### config.mk
export PLATFORM = sky130hd
export DESIGN_NAME = dock_cfg_fabric
export DESIGN_NICKNAME = d
export VERILOG_FILES = /design/src/rtl/dock_pkg.sv /design/src/rtl/dock_cfg_decode.sv /design/src/rtl/dock_cfg_fabric.sv
export SDC_FILE = /design/constraint.sdc
export NUM_CORES = 1
export LEC_CHECK = 0
export ABC_AREA = 1
export CORE_ASPECT_RATIO = 1.5
export CORE_MARGIN = 5
export CORE_UTILIZATION = 60
export CTS_BUF_LIST = sky130_fd_sc_hd__clkbuf_8
export DETAILED_ROUTE_END_ITERATION = 8
export DONT_BUFFER_PORTS = 1
export GPL_TIMING_DRIVEN = 1
export PLACE_DENSITY = 0.83
export REMOVE_ABC_BUFFERS = 1
export SYNTH_ARGS = -nofsm -noshare
export SYNTH_HDL_FRONTEND = slang
export SYNTH_HIERARCHICAL = 1
export SYNTH_SLANG_ARGS = --single-unit
### constraint.sdc
create_clock -name clk -period 1.9 [get_ports clk]
set_input_delay 0.095 -clock clk [delete_from_list [all_inputs] [get_ports clk]]
set_output_delay 0.095 -clock clk [all_outputs]
set_load 0.01 [all_outputs]
### src/rtl/dock_pkg.sv
// ---------------------------------------------------------------------------
// dock_pkg
// Shared definitions for the dock configuration fabric:
//   dock_state_t  - transfer sequencer states
//   DOCK_ERR_DATA - read-data pattern returned for any failed access
//   DOCK_TMR_W    - width of the WAIT timeout down-counter
// ---------------------------------------------------------------------------
package dock_pkg;

    typedef enum logic [1:0] {
        ST_IDLE   = 2'd0,
        ST_DECODE = 2'd1,
        ST_WAIT   = 2'd2,
        ST_RESP   = 2'd3
    } dock_state_t;

    // Widest supported data bus; narrower buses take the low bits.
    localparam logic [31:0] DOCK_ERR_DATA = 32'hFFFF_FFFF;

    localparam int DOCK_TMR_W = 8;

endpackage

### src/rtl/dock_cfg_decode.sv
// ---------------------------------------------------------------------------
// dock_cfg_decode
// Combinational address decode against an ascending base-address table.
//   addr   in  CFG_ADDR_W  latched host address
//   hit    out 1           address falls inside some target window
//   sel    out NUM_TGT     one-hot selected target (all zero when unmapped)
//   offset out CFG_ADDR_W  addr minus the selected target's base
// ---------------------------------------------------------------------------
module dock_cfg_decode #(
    parameter int NUM_TGT    = 4,
    parameter int CFG_ADDR_W = 8,
    parameter logic [NUM_TGT*CFG_ADDR_W-1:0] TGT_BASE = {8'hE0, 8'hC0, 8'h40, 8'h00}
) (
    input  logic [CFG_ADDR_W-1:0] addr,
    output logic                  hit,
    output logic [NUM_TGT-1:0]    sel,
    output logic [CFG_ADDR_W-1:0] offset
);

    // Bases are strictly ascending, so the highest base not above addr wins.
    always_comb begin
        sel    = '0;
        offset = '0;
        for (int i = 0; i < NUM_TGT; i++) begin
            if (addr >= TGT_BASE[i*CFG_ADDR_W +: CFG_ADDR_W]) begin
                sel    = '0;
                sel[i] = 1'b1;
                offset = addr - TGT_BASE[i*CFG_ADDR_W +: CFG_ADDR_W];
            end
        end
        hit = |sel;
    end

endmodule

### src/rtl/dock_cfg_fabric.sv
// ---------------------------------------------------------------------------
// dock_cfg_fabric
// Single-outstanding host-to-target configuration bridge.
// Optional error log enabled by defining DOCK_CFG_FABRIC_ERRLOG_EN.
//   clk, rst_n                 clock, async active-low reset
//   cfg_req/we/addr/wdata      host request (sampled only in IDLE)
//   cfg_rdata/ack/err/busy     host response; ack is a one-cycle pulse
//   tgt_req/we/addr/wdata      one-hot target request, held through WAIT
//   tgt_rdata/tgt_ack          per-target response, target 0 in LSBs
//   err_addr/err_cnt           (ERRLOG only) last error address, error count
//
//   state     | meaning
//   ST_IDLE   | waiting for cfg_req, request fields latched on entry to DECODE
//   ST_DECODE | address decoded, target request and timer loaded
//   ST_WAIT   | target request held until selected ack or timeout
//   ST_RESP   | cfg_ack pulse with cfg_err / cfg_rdata
// ---------------------------------------------------------------------------
module dock_cfg_fabric
    import dock_pkg::*;
#(
    parameter int NUM_TGT     = 4,
    parameter int CFG_ADDR_W  = 8,
    parameter int CFG_DATA_W  = 32,
    parameter logic [NUM_TGT*CFG_ADDR_W-1:0] TGT_BASE = {8'hE0, 8'hC0, 8'h40, 8'h00},
    parameter int TIMEOUT_CYC = 16
) (
    input  logic                          clk,
    input  logic                          rst_n,
    input  logic                          cfg_req,
    input  logic                          cfg_we,
    input  logic [CFG_ADDR_W-1:0]         cfg_addr,
    input  logic [CFG_DATA_W-1:0]         cfg_wdata,
    output logic [CFG_DATA_W-1:0]         cfg_rdata,
    output logic                          cfg_ack,
    output logic                          cfg_err,
    output logic                          cfg_busy,
    output logic [NUM_TGT-1:0]            tgt_req,
    output logic                          tgt_we,
    output logic [CFG_ADDR_W-1:0]         tgt_addr,
    output logic [CFG_DATA_W-1:0]         tgt_wdata,
    input  logic [NUM_TGT*CFG_DATA_W-1:0] tgt_rdata,
    input  logic [NUM_TGT-1:0]            tgt_ack
`ifdef DOCK_CFG_FABRIC_ERRLOG_EN
    ,
    output logic [CFG_ADDR_W-1:0]         err_addr,
    output logic [7:0]                    err_cnt
`endif
);

    dock_state_t             state, state_nxt;
    logic                    we_q;
    logic [CFG_ADDR_W-1:0]   addr_q;
    logic [CFG_DATA_W-1:0]   wdata_q;
    logic [CFG_DATA_W-1:0]   rdata_q;
    logic                    err_q;
    logic [DOCK_TMR_W-1:0]   tmr;
    logic                    dec_hit;
    logic [NUM_TGT-1:0]      dec_sel;
    logic [CFG_ADDR_W-1:0]   dec_off;
    logic                    ack_sel;
    logic                    tmr_tc;
    logic [CFG_DATA_W-1:0]   sel_rdata;
    logic                    err_evt;

    dock_cfg_decode #(
        .NUM_TGT    (NUM_TGT),
        .CFG_ADDR_W (CFG_ADDR_W),
        .TGT_BASE   (TGT_BASE)
    ) u_decode (
        .addr   (addr_q),
        .hit    (dec_hit),
        .sel    (dec_sel),
        .offset (dec_off)
    );

    // tgt_req is only non-zero in WAIT, so it doubles as the response mux select.
    always_comb begin
        sel_rdata = '0;
        for (int i = 0; i < NUM_TGT; i++) begin
            if (tgt_req[i]) begin
                sel_rdata = sel_rdata | tgt_rdata[i*CFG_DATA_W +: CFG_DATA_W];
            end
        end
        ack_sel = |(tgt_ack & tgt_req);
        tmr_tc  = (tmr == DOCK_TMR_W'(1));
        err_evt = ((state == ST_DECODE) && !dec_hit) ||
                  ((state == ST_WAIT) && !ack_sel && tmr_tc);
    end

    always_ff @(posedge clk or negedge rst_n) begin
        if (!rst_n) state <= ST_IDLE;
        else        state <= state_nxt;
    end

    always_comb begin
        state_nxt = state;
        cfg_ack   = 1'b0;
        cfg_busy  = 1'b1;
        case (state)
            ST_IDLE: begin
                cfg_busy = 1'b0;
                if (cfg_req) state_nxt = ST_DECODE;
            end
            ST_DECODE: state_nxt = dec_hit ? ST_WAIT : ST_RESP;
            ST_WAIT: begin
                // An ack on the terminal-count cycle still counts as success.
                if (ack_sel || tmr_tc) state_nxt = ST_RESP;
            end
            ST_RESP: begin
                cfg_ack   = 1'b1;
                state_nxt = ST_IDLE;
            end
            default: state_nxt = ST_IDLE;
        endcase
        cfg_err   = cfg_ack & err_q;
        cfg_rdata = rdata_q;
    end

    always_ff @(posedge clk or negedge rst_n) begin
        if (!rst_n) begin
            we_q      <= 1'b0;
            addr_q    <= '0;
            wdata_q   <= '0;
            rdata_q   <= '0;
            err_q     <= 1'b0;
            tmr       <= '0;
            tgt_req   <= '0;
            tgt_we    <= 1'b0;
            tgt_addr  <= '0;
            tgt_wdata <= '0;
        end else begin
            case (state)
                ST_IDLE: begin
                    if (cfg_req) begin
                        we_q    <= cfg_we;
                        addr_q  <= cfg_addr;
                        wdata_q <= cfg_wdata;
                    end
                end
                ST_DECODE: begin
                    if (dec_hit) begin
                        tgt_req   <= dec_sel;
                        tgt_we    <= we_q;
                        tgt_addr  <= dec_off;
                        tgt_wdata <= wdata_q;
                        tmr       <= DOCK_TMR_W'(TIMEOUT_CYC);
                    end else begin
                        err_q   <= 1'b1;
                        rdata_q <= DOCK_ERR_DATA[CFG_DATA_W-1:0];
                    end
                end
                ST_WAIT: begin
                    if (ack_sel) begin
                        tgt_req <= '0;
                        tmr     <= '0;
                        err_q   <= 1'b0;
                        rdata_q <= we_q ? '0 : sel_rdata;
                    end else if (tmr_tc) begin
                        tgt_req <= '0;
                        tmr     <= '0;
                        err_q   <= 1'b1;
                        rdata_q <= DOCK_ERR_DATA[CFG_DATA_W-1:0];
                    end else begin
                        tmr <= tmr - DOCK_TMR_W'(1);
                    end
                end
                default: ;
            endcase
        end
    end

`ifdef DOCK_CFG_FABRIC_ERRLOG_EN
    // Updated on entry to RESP so the log is already current during cfg_ack.
    always_ff @(posedge clk or negedge rst_n) begin
        if (!rst_n) begin
            err_addr <= '0;
            err_cnt  <= '0;
        end else if (err_evt) begin
            err_addr <= addr_q;
            if (err_cnt != 8'hFF) err_cnt <= err_cnt + 8'd1;
        end
    end
`else
    logic unused_err_evt;
    assign unused_err_evt = err_evt;
`endif

endmodule

==> flow_summary.yaml, run 1 <==
min_path:
  hp-class: "in2async"
worst_setup_path:
  critPathArrivalTime_ns: 2.17
  slowest_stage: "dlygate4sd3_1"
  crit_chain: "buf_6 > nand2_1 > nand4_1 > dlygate4sd3_1 > nand2_1 > nand2_1 > nand3_1 > nand2_1"
  startpoint_type: "flop"
  critPathCaptureType: "flop"
  r2r_slack_ns: 0.12
  reg2reg_to: "cfg_rdata[19]"
  crit_path_start: "tgt_req[3]"
  rr_worst_depth: 8
  reg2reg_from: "tgt_req[3]"
  slowest_delay_ns: 0.55
  critPathMaxFanout: 34
  crit_top_cell: "nand2_1"
  worstPathRequired_ns: 2.28
  crit_type: "reg2reg"
global_route:
  grt_start_max_net_pins: 130
  grt_use_total_pct: 30.6
  grt_pass1_wl_um: 30400
  overflow: 0
  grt_pass1_vias: 6103
  antenna_found_initial: 5
layout:
  syn_to_final_growth_pct: 20.0
  layout_common_cells: "371 x nand2_1, 129 x dfrtp_1, 81 x dlygate4sd3_1, 44 x inv_1, 43 x nor2_1"
  multi_input_area_mm2: 0.00284
  drive_gt1_share_pct: 10.8
  final_common_cell: "nand2_1"
  final_net_count: 1081
  regArea_mm2: 0.00323
  fillCellCount: 711
outcome:
  violations: "hold timing"
  status: "complete, but fails checks"
pwr:
  sw_frac_of_total_pct: 45.2
  irDropWorstVdd_uv: 1010
  seqPwrFrac_pct: 39.4
  power_frac_comb_pct: 44.2
  pwr-share-clk_pct: 16.4
  p_per_area_mw_per_mm2: 1780
  p_sw_mw: 6.32
  power_mw: 14.0
  p_leak_nw: 3.79
  p_int_mw: 7.65
timing:
  timing.hold.ws_ns: -0.663
  slew_viol_final: 0
  setup_viol: 0
  hold_viol: 129
  rsz0062_at_grt: "no"
  period_minus_slack_ns: 1.78
  slew_headroom_pct: 35.5
  worst_slew_pin_slew_ns: 0.962
  max_freq_mhz: 561
  finalClockSkew_ns: 0.0140
  min_period_over_period_pct: 93.9
  setup_tns_ns: 0
clocking:
  clock_latency_ns: 0.45
  cts.path.max_buffers: 2
  postCtsSetupBuffers: 0
  clock-sinks: 129
  htreeDepth: 4
  root_buffer: "clkbuf_8"
  ctsHoldBuffers: 81
  cts_tree: "yes"
  numCtsBuffers: 17
  clkTransAtPathRegs_ns: 0.08
detailed_routing:
  ant_nets: 0
  vias_per_cell: 5.75
  drtIter0Drc: 332
  drc: 0
  firstDrtPassIters: 5
  vias: 6052
  wl_per_cell_um: 19.3
  drt_wl_total_um: 20300
yosys:
  synth_ff_type: "dfrtp_1"
  syn_inst: 831
  synth_sequential_area_ratio_pct: 49.3
  yosys_warnings: 6
  postSynthAreaPerCell_um2: 7.88
  synth_adder_area_share_pct: 2.29
  syn-cell-area_mm2: 0.00655
  synthMuxAreaShare_pct: 2.75
  yosys.area_share.simple_pct: 33.3
  synth_compound_area_share_pct: 4.62
  synth_top_family_by_area: "simple AND/OR/NAND/NOR gates"
  synth-seq-cells: 129
  ys_types: 31
  synth_xor_area_share_pct: 0.267
  async_reset_ff_share_pct: 100
  synth_edf_count: 0
place:
  dp_hpwl_um: 13300
  gp_congestion: 0.891
  port_buffers: 0
die:
  die_y_um: 138
  fp.dieW_um: 95.3
  start_util_pct: 61.5
  dieArea_mm2: 0.0131
  num_rows: 46
  num_io_pins: 256
  core_region_area_mm2: 0.0106
job:
  cap_viol_max_count: 0
[power groups by stage]
| stage | clock (mW) | combinational [mW] | sequential (mW) |
|---|---|---|---|
| floorplan | 0 | 3.88 | 5.31 |
| global placement | 0 | 5.20 | 5.45 |
| global route | 2.45 | 6.88 | 5.64 |
| CTS | 2.32 | 5.96 | 5.46 |
| detailed placement | 0 | 5.58 | 5.49 |
| finish | 2.28 | 6.18 | 5.51 |
[state kept, by name, summed over array words and instances, names as in the netlist]
signal	count
addr_q	8
tgt_addr	8
we_q	1
tmr	8
tgt_we	1
tgt_wdata	32
err_q	1
tgt_req	4
state	2
wdata_q	32
cfg_rdata	32
[metal layers]
metal  up-vias  routed length, um  global-route usage [%]
met1      2868               6770                    33.0
met5         -                 36                       0
li1       2740                  -                       -
met4         6                694                    11.9
met3        66               2780                    13.7
met2       372              10000                    52.0
[through the flow]
stage	util [%]	std cells	hold WS [ns]	area, um2	setup slack, ns
6_report	73.8	1052	-0.663	7860	0.116
5_1_grt	73.8	1052	-0.695	7860	0.000142
4_1_cts	73.5	1050	-0.682	7830	0.0565
3_5_place_dp	62.3	937	-0.197	6640	0.110
3_3_place_gp	62.3	937	-0.196	6640	0.181
2_1_floorplan	-	777	-0.201	6260	-1.06
[worst max-delay path by stage]
stage / depth (start not counted) / end / slack, ns
global placement: 8 / tmr[5] / 0.18
finish: 8 / cfg_rdata[19] / 0.12
detailed placement: 8 / tmr[5] / 0.11
floorplan: 8 / cfg_rdata[0] / -1.06
global route: 9 / cfg_rdata[7] / 0.0001
CTS: 8 / cfg_rdata[20] / 0.06
[logic make-up after synthesis]
family                     after synthesis
xor gates and xnor gates                 2
and+or+nand+nor                        509
buffers and inverters                  105
AOI/OAI and AO/OA                       57
DFF                                    129
other                                    1
muxes                                   16
adders and majority gates               12
[cells in the mapped netlist (12+ instances only)]
cell type / instances / area, um2
a21oi_1: 27 / 135
buf_2: 14 / 70.1
clkbuf_1: 18 / 67.6
dfrtp_1: 129 / 3230
ha_1: 12 / 150
inv_1: 44 / 165
mux2_2: 16 / 180
nand2_1: 372 / 1400
nand3_1: 30 / 150
nand4_1: 38 / 238
nor2_1: 43 / 161
o21ai_0: 27 / 135
[final cells by class]
cell class,instances,area share [%]
Tap cell,144,2.29
Multi-Input combinational cell,597,36.2
Timing Repair Buffer,97,13.1
Clock buffer,17,2.98
Antenna cell,2,0.0637
Clock inverter,15,1.88
Inverter,51,2.48
Sequential cell,129,41.1
[critical path: cells and delay by family, from the launching register on]
kind          cells  cell delay [ns]
simple gates      6             0.48
flops             1             0.38
buf+inv           2             0.84
[timing repair]
item / 4_1_cts / 5_1_grt
resized for setup: 0 / 10
hold endpoints to repair: 197 / 129
setup endpoints to repair: 0 / 36
Power figures use the tool's default switching activity.
==> inputs of run 2 (changes only) <==
--- a/config.mk
+++ b/config.mk
@@ -15,6 +15,7 @@
 export GPL_TIMING_DRIVEN = 1
 export PLACE_DENSITY = 0.83
 export REMOVE_ABC_BUFFERS = 1
+export SETUP_SLACK_MARGIN = 0.3
 export SYNTH_ARGS = -nofsm -noshare
 export SYNTH_HDL_FRONTEND = slang
 export SYNTH_HIERARCHICAL = 1
==> run 2 against run 1 <==
Compared with the run above: largest power group unchanged; power grew 6.2%; global-route usage grew 2.2 points; non-clock buffer count grew 38; sequential share of layout area shrank 2.4 points; combinational power grew 12%; core utilization grew 4.7 points; via count grew 5.6%; the flow still finishes with violations (hold timing).
==> flow_summary.yaml, run 2 (synthesized netlist as in run 1, its figures left out) <==
outcome:
  status: "complete, but fails checks"
  violations: "hold timing"
pwr:
  p_sw_mw: 6.90
  sw_frac_of_total_pct: 46.5
  irDropWorstVdd_uv: 1100
  pwr-share-clk_pct: 15.6
  p_int_mw: 7.94
  power_frac_comb_pct: 46.8
  seqPwrFrac_pct: 37.6
  p_per_area_mw_per_mm2: 1780
  p_leak_nw: 3.98
die:
  die_y_um: 138
  fp.dieW_um: 95.3
  dieArea_mm2: 0.0131
  start_util_pct: 61.5
  num_rows: 46
  core_region_area_mm2: 0.0106
  num_io_pins: 256
detailed_routing:
  wl_per_cell_um: 20.8
  drc: 0
  vias: 6390
  drt_wl_total_um: 22700
  drtIter0Drc: 438
  firstDrtPassIters: 7
  ant_nets: 0
  vias_per_cell: 5.86
layout:
  stdcell_count: 1091
  layout_common_cells: "360 x nand2_1, 128 x dfrtp_1, 101 x dlygate4sd3_1, 43 x nor2_1, 41 x inv_1"
  syn_to_final_growth_pct: 27.6
  final_common_cell: "nand2_1"
  final_net_count: 1119
  drive_gt1_share_pct: 14.3
  final_util_pct: 78.5
global_route:
  grt_start_max_net_pins: 130
  grt_use_total_pct: 32.8
  antenna_found_initial: 6
  grt_pass1_wl_um: 32600
  grt_pass1_vias: 6300
  overflow: 0
min_path:
  hp-class: "in2async"
clocking:
  ctsHoldBuffers: 101
  clkTransAtPathRegs_ns: 0.08
  clock-sinks: 129
  cts_tree: "yes"
  cts.path.max_buffers: 2
  numCtsBuffers: 17
  htreeDepth: 4
  clock_latency_ns: 0.46
  root_buffer: "clkbuf_8"
job:
  cap_viol_max_count: 0
timing:
  min_period_over_period_pct: 84.6
  finalClockSkew_ns: 0.0189
  slew_viol_final: 0
  period_minus_slack_ns: 1.61
  hold_viol: 129
  setup_tns_ns: 0
  timing.hold.ws_ns: -0.670
  max_freq_mhz: 622
  setup_viol: 0
  rsz0062_at_grt: "yes"
  worst_slack_ns: 0.293
worst_setup_path:
  reg2reg_from: "state[1]"
  critPathMaxFanout: 16
  critPathCaptureType: "flop"
  startpoint_type: "flop"
  critPathArrivalTime_ns: 1.93
  crit_type: "reg2reg"
  rr_worst_depth: 9
  reg2reg_to: "cfg_rdata[1]"
  worstPathRequired_ns: 2.22
  r2r_slack_ns: 0.29
place:
  gp_congestion: 0.891
  dp_hpwl_um: 13300
  placedCellCount: 937
  port_buffers: 0
  place_ws_ns: 0.110
==> run 2: cell types whose count changed in the layout (fill, tap and decap cells not counted), sizes merged <==
cell         change
clkbuf           +3
dlygate4sd3     +20
buf             +15
diode            +1
==> run 2: area by class of cell <==
cell class	instances	area, um2
clock buffer	17	234
inverter	51	206
antenna	3	7.51
tap	144	180
sequential	129	3230
fill	597	2290
timing repair buffer	135	1400
multi-input combinational	597	2950
clock inverter	15	148
==> run 2: how the worst max path moves through the flow <==
| stage | endpoint | start | slack (ns) | depth (start not counted) |
|---|---|---|---|---|
| after CTS | tmr[5] | state[0] | 0.29 | 9 |
| after global routing | cfg_rdata[1] | state[1] | 0.23 | 9 |
| after floorplan | cfg_rdata[0] | state[1] | -1.06 | 8 |
| after global placement | tmr[5] | state[0] | 0.18 | 8 |
| after detailed placement | tmr[5] | state[0] | 0.11 | 8 |
| final | cfg_rdata[1] | state[1] | 0.29 | 9 |
==> run 2: per-layer routing <==
layer | track usage (%) | routed length [um] | vias to the layer above
li1 | - | - | 2820
met5 | 0 | 34 | -
met2 | 53.6 | 11100 | 465
met1 | 36.3 | 7340 | 2984
met3 | 14.8 | 3190 | 115
met4 | 15.2 | 1040 | 6
==> run 2: worst max-delay path: stages (launching register included) <==
cell and delay (ns):
dfrtp_1 0.40, inv_2 0.09, ha_4 0.18, buf_6 0.13
inv_4 0.04, a21oi_4 0.18, nand2_4 0.11, clkbuf_16 0.19
nand2_1 0.06, nand2_1 0.09
==> run 2: power by group through the flow <==
stage          sequential (mW)  clock [mW]  combinational (mW)
3_3_place_gp              5.45           0                5.20
3_5_place_dp              5.49           0                5.58
6_report                  5.58        2.31                6.95
2_1_floorplan             5.31           0                3.88
4_1_cts                   5.46        2.32                5.94
5_1_grt                   5.71        2.46                7.59
==> run 2: timing repair <==
action                                 CTS  global route
endpoints found under the hold margin  197           129
gates cloned                             1             3
setup buffers                            4            10
resized for setup                       17            25
pin swaps                                0             7
setup endpoints to repair               91            87
==> run 2: through the flow <==
| step | power [mW] | area [um2] |
|---|---|---|
| after floorplan | 9.19 | 6260 |
| after global placement | 10.6 | 6640 |
| after detailed placement | 11.1 | 6640 |
| after CTS | 13.7 | 8110 |
| after global routing | 15.8 | 8360 |
| final | 14.8 | 8360 |
